$ cat config.mk
export PLATFORM = sky130hd
export DESIGN_NAME = instr_fetch
export DESIGN_NICKNAME = d
export VERILOG_FILES = /design/src/rtl/instr_fetch_pkg.sv /design/src/rtl/instr_fetch_pc_gen.sv /design/src/rtl/instr_fetch.sv
export SDC_FILE = /design/constraint.sdc
export NUM_CORES = 1
export LEC_CHECK = 0
export ABC_AREA = 1
export BUFFER_PORTS_ARGS = -buffer_cell sky130_fd_sc_hd__buf_2
export CORE_UTILIZATION = 44
export DETAILED_ROUTE_END_ITERATION = 7
export GPL_ROUTABILITY_DRIVEN = 1
export PLACE_DENSITY = 0.8
export SLEW_MARGIN = 20
export SYNTH_ARGS = -nofsm -noshare
export SYNTH_HDL_FRONTEND = slang
export SYNTH_SLANG_ARGS = --single-unit
$ cat constraint.sdc
create_clock -name clk -period 4.14 [get_ports clk]
set_input_delay 0 -clock clk [delete_from_list [all_inputs] [get_ports clk]]
set_output_delay 0 -clock clk [all_outputs]
set_load 0.01 [all_outputs]
$ cat src/rtl/instr_fetch_pkg.sv
// Shared constants and types for the instruction fetch stage.
package instr_fetch_pkg;

    localparam int unsigned CORE_XLEN   = 32;
    localparam int unsigned INSTR_W     = 32;
    localparam int unsigned INSTR_ALIGN = 4;

    localparam logic [INSTR_W-1:0] NOP_INSTR = 32'h0000_0013;

    typedef enum logic [1:0] {
        BOOT  = 2'd0,
        RUN   = 2'd1,
        FAULT = 2'd2
    } fetch_state_e;

endpackage

$ cat src/rtl/instr_fetch_pc_gen.sv
// Next fetch-PC selection: redirect target, else sequential advance on
// capture, else hold.
// Ports:
//   fetch_pc        current fetch address
//   redirect        redirect accepted this cycle
//   redirect_target redirect address (already aligned or checked upstream)
//   capture         a word is being captured this cycle
//   next_pc_c       combinational next value of fetch_pc
module instr_fetch_pc_gen
    import instr_fetch_pkg::*;
#(
    parameter int unsigned XLEN = CORE_XLEN
) (
    input  logic [XLEN-1:0] fetch_pc,
    input  logic            redirect,
    input  logic [XLEN-1:0] redirect_target,
    input  logic            capture,
    output logic [XLEN-1:0] next_pc_c
);

    // Sequential add wraps naturally modulo 2^XLEN.
    always_comb begin
        next_pc_c = fetch_pc;
        if (redirect) begin
            next_pc_c = redirect_target;
        end else if (capture) begin
            next_pc_c = fetch_pc + XLEN'(INSTR_ALIGN);
        end
    end

endmodule

$ cat src/rtl/instr_fetch.sv
// Instruction fetch stage: holds the fetch PC, requests words from
// instruction memory over a req/ready handshake and presents them to
// decode through a single-entry output register.
// Optional feature: define FETCH_MISALIGN_TRAP_EN to trap misaligned
// redirect targets into a sticky FAULT state (left only by reset);
// otherwise low target bits are masked and fetch_fault is tied low.
// Ports:
//   clk, reset                 clock, synchronous active-high reset
//   imem_req/addr/ready/rdata  instruction memory handshake
//   redirect, redirect_pc      taken branch/jump from execute
//   stall                      decode cannot accept
//   instr, pc, instr_valid     output register to decode
//   fetch_fault                misaligned redirect trap
module instr_fetch
    import instr_fetch_pkg::*;
#(
    parameter int unsigned     XLEN     = CORE_XLEN,
    parameter logic [XLEN-1:0] RESET_PC = '0
) (
    input  logic               clk,
    input  logic               reset,
    output logic               imem_req,
    output logic [XLEN-1:0]    imem_addr,
    input  logic               imem_ready,
    input  logic [INSTR_W-1:0] imem_rdata,
    input  logic               redirect,
    input  logic [XLEN-1:0]    redirect_pc,
    input  logic               stall,
    output logic [INSTR_W-1:0] instr,
    output logic [XLEN-1:0]    pc,
    output logic               instr_valid,
    output logic               fetch_fault
);

    fetch_state_e    state;
    fetch_state_e    state_next;
    logic [XLEN-1:0] fetch_pc;
    logic [XLEN-1:0] next_pc_c;
    logic [XLEN-1:0] redirect_target_c;
    logic            redirect_take_c;
    logic            misalign_c;
    logic            capture_c;
    logic            transfer_c;
    logic            imem_req_c;

    // FAULT ignores redirects; in BOOT/RUN a redirect always wins.
    assign redirect_take_c = redirect && (state != FAULT);
    assign transfer_c      = instr_valid && !stall;
    assign capture_c       = imem_req_c && imem_ready;

`ifdef FETCH_MISALIGN_TRAP_EN
    assign redirect_target_c = redirect_pc;
    assign misalign_c        = redirect_take_c && (redirect_pc[1:0] != 2'b00);
`else
    assign redirect_target_c = redirect_pc & ~XLEN'(INSTR_ALIGN - 1);
    assign misalign_c        = 1'b0;
`endif

    // State register.
    always_ff @(posedge clk) begin
        if (reset) begin
            state <= BOOT;
        end else begin
            state <= state_next;
        end
    end

    // Next-state logic.
    always_comb begin
        state_next = state;
        case (state)
            BOOT:    state_next = misalign_c ? FAULT : RUN;
            RUN:     state_next = misalign_c ? FAULT : RUN;
            FAULT:   state_next = FAULT;
            default: state_next = BOOT;
        endcase
    end

    // Output logic: request only when the output register can take the word.
    always_comb begin
        imem_req_c = 1'b0;
        if (state == RUN && !redirect && (!instr_valid || !stall)) begin
            imem_req_c = 1'b1;
        end
    end

    assign imem_req  = imem_req_c;
    assign imem_addr = fetch_pc;

    instr_fetch_pc_gen #(
        .XLEN (XLEN)
    ) u_pc_gen (
        .fetch_pc        (fetch_pc),
        .redirect        (redirect_take_c),
        .redirect_target (redirect_target_c),
        .capture         (capture_c),
        .next_pc_c       (next_pc_c)
    );

    // Fetch PC register.
    always_ff @(posedge clk) begin
        if (reset) begin
            fetch_pc <= RESET_PC;
        end else begin
            fetch_pc <= next_pc_c;
        end
    end

    // Output register to decode; a redirect squashes any returning word.
    always_ff @(posedge clk) begin
        if (reset) begin
            instr       <= NOP_INSTR;
            pc          <= RESET_PC;
            instr_valid <= 1'b0;
        end else if (redirect_take_c) begin
            instr_valid <= 1'b0;
            if (misalign_c) begin
                pc <= redirect_pc;
            end
        end else if (capture_c) begin
            instr       <= imem_rdata;
            pc          <= fetch_pc;
            instr_valid <= 1'b1;
        end else if (transfer_c) begin
            instr_valid <= 1'b0;
        end
    end

`ifdef FETCH_MISALIGN_TRAP_EN
    // Sticky trap flag, cleared only by reset.
    always_ff @(posedge clk) begin
        if (reset) begin
            fetch_fault <= 1'b0;
        end else if (misalign_c) begin
            fetch_fault <= 1'b1;
        end
    end
`else
    assign fetch_fault = 1'b0;
`endif

endmodule

Word level (Yosys, flattened, before mapping)
Index checks and enable logic that the tools add are counted.

Bits in registers: 99. Bits in latches: 0. Bits in writable memories: 0. ROM bits: 0. Input port bits: 69. Output and inout bits: 99. Logic and storage cells: 32. Memories kept: 0.

Add/subtract/negate cells: 1. Multipliers: 0. Divide/modulo/power cells: 0. $lt $le $gt $ge: 0. Equal/unequal tests: 3. Shift operators: 0. Muxes and demuxes: 6. Bitwise logic cells: 1. Reductions and logical operators: 15.

Operator list (count): $mux W32 (2); $add A32 B3 Y32 const B (1); $logic_and A1 B1 Y1 (5); $pmux W2 S2 (1); $reduce_bool A2 Y1 (2); $reduce_or A2 Y1 (2); $logic_not A1 Y1 (3); $mux W1 (3); $eq A2 B1 Y1 const B (1); $eq A2 B2 Y1 const B (1); $logic_not A2 Y1 (1); $ne A2 B2 Y1 const B (1); $reduce_and A2 Y1 (1); $logic_or A1 B1 Y1 (1); $not A1 Y1 (1).

Longest topological paths before layout
Gate-level depths: netlist (run 1).

Depth in word-level cells: 7. Mapped depth: 11. Mapped depth without buffers: 10.

Hierarchy
From an unflattened synthesis (run 1), not the netlist that was laid out.

Cells, all modules: 780. Area, all modules: 4944.7 um^2.

By module, submodules not included: instr_fetch (instances 1, cells an instance 519, area an instance 3714.8 um^2, sequential area each 1981.9 um^2); instr_fetch_pc_gen (instances 1, cells an instance 261, area an instance 1229.9 um^2, sequential area each 0.0 um^2).

Worst setup path before layout (run 1)
OpenSTA, ideal clock, no wires.

Path kind: reg2reg. Start: register fetch_pc[2], in the netlist imem_addr[2]. End: register fetch_pc[26], in the netlist imem_addr[26]. Library setup time: 109 ps. Data arrival time: 1400 ps. Data required time: 4031 ps. Slack: 2631 ps. Stages on the path, launching flop included: 11. Buffers on the path: 0. Clock period less this slack: 1509 ps. Cell sequence: dfxtp_1 > ha_1 > nand2_1 > nor2_2 > nand3_2 > nor2_4 > nand3_1 > nand2_1 > nand3_1 > nand2_1 > inv_1.

Word-level cells in the longest chain between the ends: 3.

RTL lines: from (decl) (line instr_fetch.sv:37) `logic [XLEN-1:0] fetch_pc;`; from (signal assigned) (line instr_fetch.sv:105) `fetch_pc <= next_pc_c;`; $add A32 B3 Y32 (line instr_fetch_pc_gen.sv:27) `next_pc_c = fetch_pc + XLEN'(INSTR_ALIGN);`; $mux W32 (line instr_fetch_pc_gen.sv:26) `end else if (capture) begin`; $mux W32 (line instr_fetch_pc_gen.sv:24) `if (redirect) begin`.

No other way between the ends. The select of a mux whose other input is x is not followed. A chain may end at the register's enable or synchronous reset.

Worst setup path in the final report (run 1)
Start: register state[1]. End: register fetch_pc[31], in the netlist imem_addr[31].

Word-level cells in the longest chain between the ends: 6. Elaborated cells between the ends (all ways): 9. Those cells by class: 2 x eq/ne; 2 x mux; 5 x reduce/logical.

RTL lines: from (decl) (line instr_fetch.sv:35) `fetch_state_e state;`; from (signal assigned) (line instr_fetch.sv:64) `state <= state_next;`; $eq A2 B1 Y1 (line instr_fetch.sv:82) `if (state == RUN && !redirect && (!instr_valid || !stall)) begin`; $logic_and A1 B1 Y1 (2 in a row) (line instr_fetch.sv:82); $mux W1 (line instr_fetch.sv:82); $logic_and A1 B1 Y1 (line instr_fetch.sv:49) `assign capture_c = imem_req_c && imem_ready;`; $reduce_bool A2 Y1 (no source line).

Parallel ways exist; a longest one is shown, timed or not.

==> flow_metrics.tcl, run 1 <==
set metrics [dict create \
    reg2reg_from "state[1]" \
    wl_met1_um 5716 \
    die-area_um2 10460 \
    layout_commonest_cell "nand2_1" \
    layout_common_cells "nand2_1 (192), buf_2 (160), dfxtp_1 (95), a21oi_1 (69), inv_1 (60)" \
    cts_root_buf "clkbuf_8" \
    endpoint_kind "register" \
    critPathLaunchType "register" \
    min-delay-start "stall" \
    rsz0062_at_grt "no" \
    rows 36 \
    clk_pin_slew_ns 0.09 \
    routed_via_density 4.843 \
    dr.pass1.iters 4 \
    finalHoldViolations 0 \
    drt.antenna.violating_nets 0 \
    r2r-end "imem_addr[31]" \
    wl_met2_um 6075 \
    areaGrowthSynthToFinish_pct 34.67 \
    ys_seq_elements 95 \
    syn_inst 637 \
    synth-seq-area-share_pct 42.99 \
    wl_per_cell_um 13.34 \
    netlist_area_um2 4424 \
    grt_pass1_vias 4220 \
    fin_nets 900 \
    htreeDepth 3 \
    setup_viol 0 \
    die_w_um 102.3 \
    crit_type "register to register" \
    cts_setup_buffers 0 \
    cpMaxStageDelayCell "inv_2" \
    fin_crit_ns 2.777 \
    drt_iter0_markers 241 \
    crit_chain "nor2_2, nand4_4, inv_2, buf_4, nand4_1, nand3b_1, nand2_1, inv_1" \
    drv_slew 0 \
    status "complete, no violations" \
    cts.sinks 95 \
    start_util_pct 45.26 \
    drcViolationCount 0 \
    crit_arrival_ns 3.08 \
    min_to "instr_valid" \
    pwr_density_cell_nw_per_um2 325.9 \
    routed_wirelength_um 12910 \
    fin_crit_sh_pct 67.09 \
    coreArea_um2 9774 \
    antennaDiodeCount 0 \
    path_max_fanout 56 \
    yosysWarnings 0 \
    die_y_um 102.3 \
    clock_path_buffers 2 \
    cts_tree "built" \
    ctsResizeCount 0 \
    worstSkewPairLatency_ns 0.36 \
    fmax_mhz 360.0 \
    ys_types 35 \
    grt_pass1_wl_um 19750 \
    crit_required_ns 4.45 \
    drive_above_1_share_pct 24.07 \
    portBuffers 160 \
    final_core_util_pct 60.96 \
    wl_met3_um 755 \
    num_vias 4688 \
    top_layer_used "met4" \
    numCtsBuffers 9 \
    avgSynthCellArea_um2 6.945 \
    ios 168 \
    setup_tns_ns 0 \
    grt_max_degree 68 \
    drv_cap 0 \
    reg2reg_depth 8 \
    reg2reg_slack_ns 1.36 \
    cp_top_family "buffers and inverters" \
    hold_class "input port to register" \
    crit_buf_inv 3 \
    grt_use_total_pct 24.18 \
    p_leak_nw 2.786 \
    gp_congestion 0.8508 \
    cts_hold_buf 51 \
    dpl.hpwl_um 8096 \
    slew_headroom_pct 38.84 \
    clock_skew_ns 0.01153 \
    grt_overflow_total 0 \
    ir_worst_vdd_mv 0.1898 \
    worst_pin_slew_ns 0.9161 \
    max_stage_delay_ns 0.91 \
    power.total_mw 1.942 \
    min_path_cells 3 \
    grt_antenna_before_repair 0 \
    hold_slack_ns 0.01371 \
]
[registers in the layout, indices dropped and copies added, names as in the netlist]
signal       cells
instr           32
imem_addr       30
pc              30
state            2
instr_valid      1
[tightest hold or removal path: cells and delay by family]
family | cells | cell delay [ns]
compound gates | 1 | 0.10
buf+inv | 1 | 0.09
simple gates | 1 | 0.12
[report_power, final]
group | switching [mW] | internal (mW) | leakage, nW
combinational | 0.149 | 0.122 | 1.91
clock | 0.336 | 0.345 | 0.104
sequential | 0.0382 | 0.952 | 0.776
[metrics by stage]
| step | cell area (um^2) | std cells | setup slack [ns] |
|---|---|---|---|
| 3_5_place_dp | 5228 | 901 | 1.390 |
| 6_report | 5958 | 968 | 1.363 |
| 5_1_grt | 5958 | 968 | 1.083 |
| 2_1_floorplan | 4439 | 641 | 2.631 |
| 3_3_place_gp | 5228 | 901 | 1.464 |
| 4_1_cts | 5958 | 968 | 1.354 |
[cells in the mapped netlist]
cell type    n  share of area, %
o21ai_1      5              0.57
xnor2_1      1              0.20
nand3_2      3              0.68
and3_1       1              0.14
nand2_1    192                16
inv_2        2              0.17
conb_1       1             0.085
nor3_1       3              0.34
nand2_2      5              0.71
a21oi_1     69               7.8
xor2_1       8               1.6
o21ai_0     37               4.2
nor2_4       5               1.3
nand4_4      1              0.48
o21a_1       1              0.17
a31oi_1      4              0.57
ha_1         1              0.28
buf_4       11               1.9
buf_6        1              0.25
clkbuf_2     1              0.11
nor2_2       6              0.85
nand3_4      1              0.40
nand3_1     27               3.1
nand3b_1     5              0.85
nor2_1      54               4.6
buf_2       13               1.5
o211ai_1     2              0.34
inv_1       60               5.1
dfxtp_1     95                43
a211oi_1     1              0.17
buf_1        1             0.085
a22oi_1      1              0.17
nand4_1      9               1.3
clkbuf_1     9              0.76
a21boi_1     1              0.17
[worst max path at each step]
stage	startpoint	end	slack [ns]	depth (start not counted)
after floorplan	imem_addr[2]	imem_addr[26]	2.63	10
after global placement	state[1]	imem_addr[31]	1.46	8
after detailed placement	state[1]	imem_addr[31]	1.39	8
after CTS	state[1]	imem_addr[31]	1.35	8
after global routing	state[1]	imem_addr[31]	1.08	8
final	state[1]	imem_addr[31]	1.36	8
[logic make-up after synthesis]
| family | share of synthesized area, % |
|---|---|
| flip-flops | 42.99 |
| XOR/XNOR | 1.782 |
| other | 0.08476 |
| AO/OA/AOI/OAI | 14.14 |
| adder cells (fa/ha/maj) | 0.2828 |
| AND/OR/NAND/NOR | 30.91 |
| buffers and inverters | 9.813 |
[metal layers]
layer | track usage (%) | vias to the layer above
met5 | 0 | -
met4 | 10.44 | 0
met3 | 4.378 | 27
met2 | 40.17 | 166
met1 | 30.74 | 2091
li1 | - | 2404
[area by class of cell]
type	count	area [um^2]
Fill cell	920	3816
Multi-Input combinational cell	448	2103
Sequential cell	95	1902
Timing Repair Buffer	214	1334
Inverter	62	232.7
Tap cell	133	166.4
Clock buffer	10	127.6
Clock inverter	6	92.59
(Power assumes the default switching activity.)
==> run 2, diff against run 1 <==
--- a/config.mk
+++ b/config.mk
@@ -10,7 +10,7 @@
 export CORE_UTILIZATION = 44
 export DETAILED_ROUTE_END_ITERATION = 7
 export GPL_ROUTABILITY_DRIVEN = 1
-export PLACE_DENSITY = 0.8
+export PLACE_DENSITY = 0.83
 export SLEW_MARGIN = 20
 export SYNTH_ARGS = -nofsm -noshare
 export SYNTH_HDL_FRONTEND = slang
==> constraint.sdc (replaced) <==
create_clock -name clk -period 2.4 [get_ports clk]
set_input_delay 0 -clock clk [delete_from_list [all_inputs] [get_ports clk]]
set_output_delay 0 -clock clk [all_outputs]
set_load 0.01 [all_outputs]
==> flow_metrics.tcl, run 2 (synthesized netlist as in run 1, its figures left out) <==
set metrics [dict create \
    status "complete, no violations" \
    grt_use_total_pct 24.81 \
    start_util_pct 45.26 \
    switching_share_pct 28.67 \
    areaGrowthSynthToFinish_pct 35.04 \
    clk_pin_slew_ns 0.10 \
    fin_nets 902 \
    p_comb_share_pct 14.4 \
    worst_pin_slew_ns 0.8215 \
    grt_pass1_vias 4311 \
    layout_common_cells "nand2_1 (192), buf_2 (160), dfxtp_1 (95), a21oi_1 (69), inv_1 (60)" \
    dp_slack_ns 0.5949 \
    clock_path_buffers 2 \
    crit_chain "nand2_1, nand4_4, inv_2, buf_4, nand4_1, nand3b_1, nand2_1, inv_1" \
    numCtsBuffers 9 \
    grt_overflow_total 0 \
    drv_slew 0 \
    htreeDepth 3 \
    p_int_mw 2.362 \
    setup_viol 0 \
    cpMaxStageDelayCell "buf_4" \
    worstSkewPairLatency_ns 0.37 \
    cts_hold_buf 50 \
    crit_top_cell "nand2_1" \
    crit_end "imem_addr[24]" \
    die_w_um 102.3 \
    setup_tns_ns 0 \
    reg2reg_slack_ns 0.53 \
    layout_setup_ws_ns 0.5262 \
    clock_skew_ns 0.01179 \
    grt_antenna_before_repair 0 \
    drv_cap 0 \
    num_vias 4794 \
    routed_wirelength_um 13180 \
    finalHoldViolations 0 \
    crit_arrival_ns 2.19 \
    path_max_fanout 50 \
    endpoint_kind "register" \
    cts_tree "built" \
    dpl.hpwl_um 8227 \
    layout_commonest_cell "nand2_1" \
    crit_buf_inv 3 \
    largest-register "instr" \
    coreArea_um2 9774 \
    cp_top_family "simple AND/OR/NAND/NOR gates" \
    ir_worst_vdd_mv 0.2963 \
    drt.antenna.violating_nets 0 \
    reg2reg_from "instr_valid" \
    clockPowerShare_pct 34.1 \
    gp_congestion 0.8722 \
    rsz0062_at_grt "no" \
    drcViolationCount 0 \
    critPathLaunch "instr_valid" \
    pwr-share-seq_pct 51.5 \
    worst-path-stages 8 \
    wl_per_cell_um 13.58 \
    reg2reg_depth 8 \
    ctsResizeCount 0 \
    fmax_mhz 533.7 \
    die_y_um 102.3 \
    fin_crit_ns 1.874 \
    cts_root_buf "clkbuf_8" \
    critPathLaunchType "register" \
    dr.pass1.iters 5 \
    cts.sinks 95 \
    cts_setup_buffers 0 \
    p_leak_nw 2.807 \
    crit_type "register to register" \
    nFillCells 888 \
    largest_reg_flops 32 \
    drive_above_1_share_pct 24.49 \
    power.switching_uw 949.6 \
    rows 36 \
    max_stage_delay_ns 0.44 \
    die-area_um2 10460 \
    slew_headroom_pct 45.17 \
    fin_crit_sh_pct 78.08 \
    portBuffers 160 \
    ios 168 \
    r2r-end "imem_addr[24]" \
    hold_class "input port to register" \
    antennaDiodeCount 0 \
    pwr_density_cell_nw_per_um2 554.3 \
    crit_required_ns 2.71 \
    routed_via_density 4.942 \
    drt_iter0_markers 223 \
    grt_pass1_wl_um 20150 \
    grt_max_degree 67 \
]
run 2: worst min path at each step:
stage / from / to / slack [ns] / depth (start not counted)
3_3_place_gp: imem_rdata[0] / instr[0] / 0.20 / 3
6_report: redirect_pc[22] / imem_addr[22] / 0.005 / 7
3_5_place_dp: imem_rdata[4] / instr[4] / 0.21 / 3
5_1_grt: redirect_pc[31] / imem_addr[31] / 0.03 / 6
2_1_floorplan: imem_rdata[0] / instr[0] / 0.11 / 2
4_1_cts: redirect_pc[29] / imem_addr[29] / 0.0002 / 6
run 2: worst reg2reg max path: cells and delay by family (launching register included):
family	cells	cell delay [ns]
flops	1	0.32
simple gates	5	0.85
buf+inv	3	0.66
run 2: cell type report:
cell class              count  area [um^2]  share of cell area (%)
multi-input cells         448         2103                   35.20
flip-flops and latches     95         1902                   31.83
repair buffers            216         1359                   22.74
inverters                  62        232.7                   3.895
well taps                 133        166.4                   2.785
clock buffers               9        123.9                   2.073
clock inverters             7        87.58                   1.466
run 2: power groups by stage:
stage / Clock, mW / Combinational, mW / Sequential [mW]
after floorplan: 0 / 0.212 / 1.76
after global placement: 0 / 0.397 / 1.74
after detailed placement: 0 / 0.403 / 1.74
after CTS: 1.14 / 0.469 / 1.70
after global routing: 1.22 / 0.530 / 1.72
final: 1.13 / 0.476 / 1.71
run 2: per-layer routing:
layer	up-vias	GRT usage, %	routed length [um]
met2	179	41.66	6249
met5	-	0	0
met1	2164	31.25	5722
met4	0	10.88	383
met3	37	4.241	821
li1	2414	-	-
run 2: metrics by stage:
step	power, mW	cell area [um^2]	hold slack [ns]	utilization, %	cells
after floorplan	1.975	4439	0.1132	-	641
after global routing	3.468	5974	0.02794	61.12	970
after global placement	2.136	5263	0.1986	53.84	904
after detailed placement	2.143	5263	0.2078	53.84	904
after CTS	3.316	5974	0.0001980	61.12	970
final	3.312	5974	0.005454	61.12	970
==> run 3, diff against run 2 <==
==> constraint.sdc (replaced) <==
create_clock -name clk -period 1.6 [get_ports clk]
set_input_delay 0 -clock clk [delete_from_list [all_inputs] [get_ports clk]]
set_output_delay 0 -clock clk [all_outputs]
set_load 0.01 [all_outputs]
==> flow_metrics.tcl, run 3 (synthesized netlist as in run 1, its figures left out) <==
set metrics [dict create \
    placed_cells 923 \
    portBuffers 160 \
    setup_viol 0 \
    reg2reg_from "imem_addr[2]" \
    dp_slack_ns 0.04233 \
    clock_skew_ns 0.01183 \
    fin_crit_sh_pct 93.96 \
    grt_max_degree 47 \
    p_leak_nw 2.938 \
    routed_wirelength_um 13190 \
    grt_pass1_vias 4363 \
    layout_common_cells "nand2_1 (191), buf_2 (160), dfxtp_1 (91), a21oi_1 (69), inv_1 (60)" \
    status "complete, no violations" \
    finalHoldViolations 0 \
    grt_use_total_pct 24.52 \
    layout_setup_ws_ns 0.09658 \
    routed_via_density 4.873 \
    min_to "instr_valid" \
    min_path_cells 3 \
    cts_tree "built" \
    antennaDiodeCount 0 \
    endpoint_kind "register" \
    largest_reg_flops 32 \
    fin_nets 923 \
    drcViolationCount 0 \
    die-area_um2 10460 \
    grt_pass1_wl_um 20160 \
    min-delay-start "stall" \
    r2r-end "imem_addr[28]" \
    crit_chain "ha_4, nand2_2, nor2_4, nand3b_1, nor2_2, nand2_1, nand3_1, nand3_1, nand2_1, inv_1" \
    setup_tns_ns 0 \
    reg2reg_depth 10 \
    dpl.hpwl_um 8670 \
    layout_commonest_cell "nand2_1" \
    cts_root_buf "clkbuf_8" \
    hold_class "input port to register" \
    reg2reg_slack_ns 0.1 \
    fin_cells 991 \
    clk_pin_slew_ns 0.10 \
    drt_iter0_markers 311 \
    pwr_density_cell_nw_per_um2 811.0 \
    crit_required_ns 1.87 \
    fmax_mhz 665.2 \
    dr.pass1.iters 4 \
    die_w_um 102.3 \
    wl_per_cell_um 13.31 \
    crit_type "register to register" \
    largest-register "instr" \
    grt_antenna_before_repair 0 \
    drive_above_1_share_pct 27.16 \
    cts.sinks 95 \
    ios 168 \
    areaGrowthSynthToFinish_pct 41.12 \
    clock_path_buffers 2 \
    drv_slew 0 \
    num_vias 4829 \
    hold_slack_ns 0.01643 \
    fin_crit_ns 1.503 \
    numCtsBuffers 9 \
    drv_cap 0 \
    gp_congestion 0.8530 \
    ir_worst_vdd_mv 0.5832 \
    die_y_um 102.3 \
    critPathLaunchType "register" \
    max_stage_delay_ns 0.37 \
    start_util_pct 45.26 \
    htreeDepth 3 \
    grt_overflow_total 0 \
    coreArea_um2 9774 \
    worstSkewPairLatency_ns 0.36 \
    cpMaxStageDelayCell "dfxtp_2" \
    path_max_fanout 3 \
    drt.antenna.violating_nets 0 \
    rows 36 \
    crit_arrival_ns 1.77 \
]
[run 3: cell types whose count changed in the layout (fill, tap and decap cells not counted), moves of 2 or more]
cell / change
dfxtp_1: -4
clkinv_4: -3
dfxtp_2: +4
buf_4: +15
buf_12: +6
inv_6: +2
[run 3: final cells by class]
type / count / area, um^2
well taps: 133 / 166.4
flip-flops and latches: 95 / 1907
clock inverters: 6 / 75.07
clock buffers: 10 / 137.6
inverters: 62 / 232.7
fillers: 832 / 3531
multi-input cells: 448 / 2133
repair buffers: 237 / 1592
[run 3: layer usage]
layer	global-route usage, %	wire length, um	up-vias
met5	0	0	-
met4	10.66	448	0
met3	4.309	718	35
met2	40.42	6158	171
met1	31.46	5862	2174
li1	-	-	2449
[run 3: worst max path at each step]
stage | startpoint | to | slack (ns) | depth (start not counted)
final | imem_addr[2] | imem_addr[28] | 0.1 | 10
after global routing | imem_addr[2] | imem_addr[28] | -0.01 | 10
after CTS | imem_addr[2] | imem_addr[20] | 0.03 | 8
after detailed placement | imem_addr[2] | imem_addr[22] | 0.04 | 10
after global placement | imem_addr[2] | imem_addr[26] | 0.1 | 10
after floorplan | imem_addr[2] | imem_addr[26] | 0.09 | 10
[run 3: through the flow]
step / instance area, um^2 / util (%) / power (mW)
floorplan: 4439 / - / 2.962
global placement: 5480 / 56.07 / 3.265
detailed placement: 5480 / 56.07 / 3.280
CTS: 6193 / 63.36 / 5.062
global route: 6243 / 63.88 / 5.307
finish: 6243 / 63.88 / 5.064
[run 3: power breakdown]
part           switching, mW  internal [mW]
logic                  0.426          0.378
registers             0.0796           2.47
clock network          0.920          0.794
[run 3: worst max-delay path, delay by kind of cell (launching register included)]
family                     cells  cell delay, ns
DFF                            1            0.37
buffers and inverters          1            0.04
adders and majority gates      1            0.16
and+or+nand+nor                8            0.86
[run 3: what timing repair did]
item | 4_1_cts | 5_1_grt
endpoints found under the hold margin | 50 | 0
setup endpoints to repair | 0 | 15
buffers inserted | 0 | 2
gates resized for setup | 0 | 11
hold buffers | 50 | 0
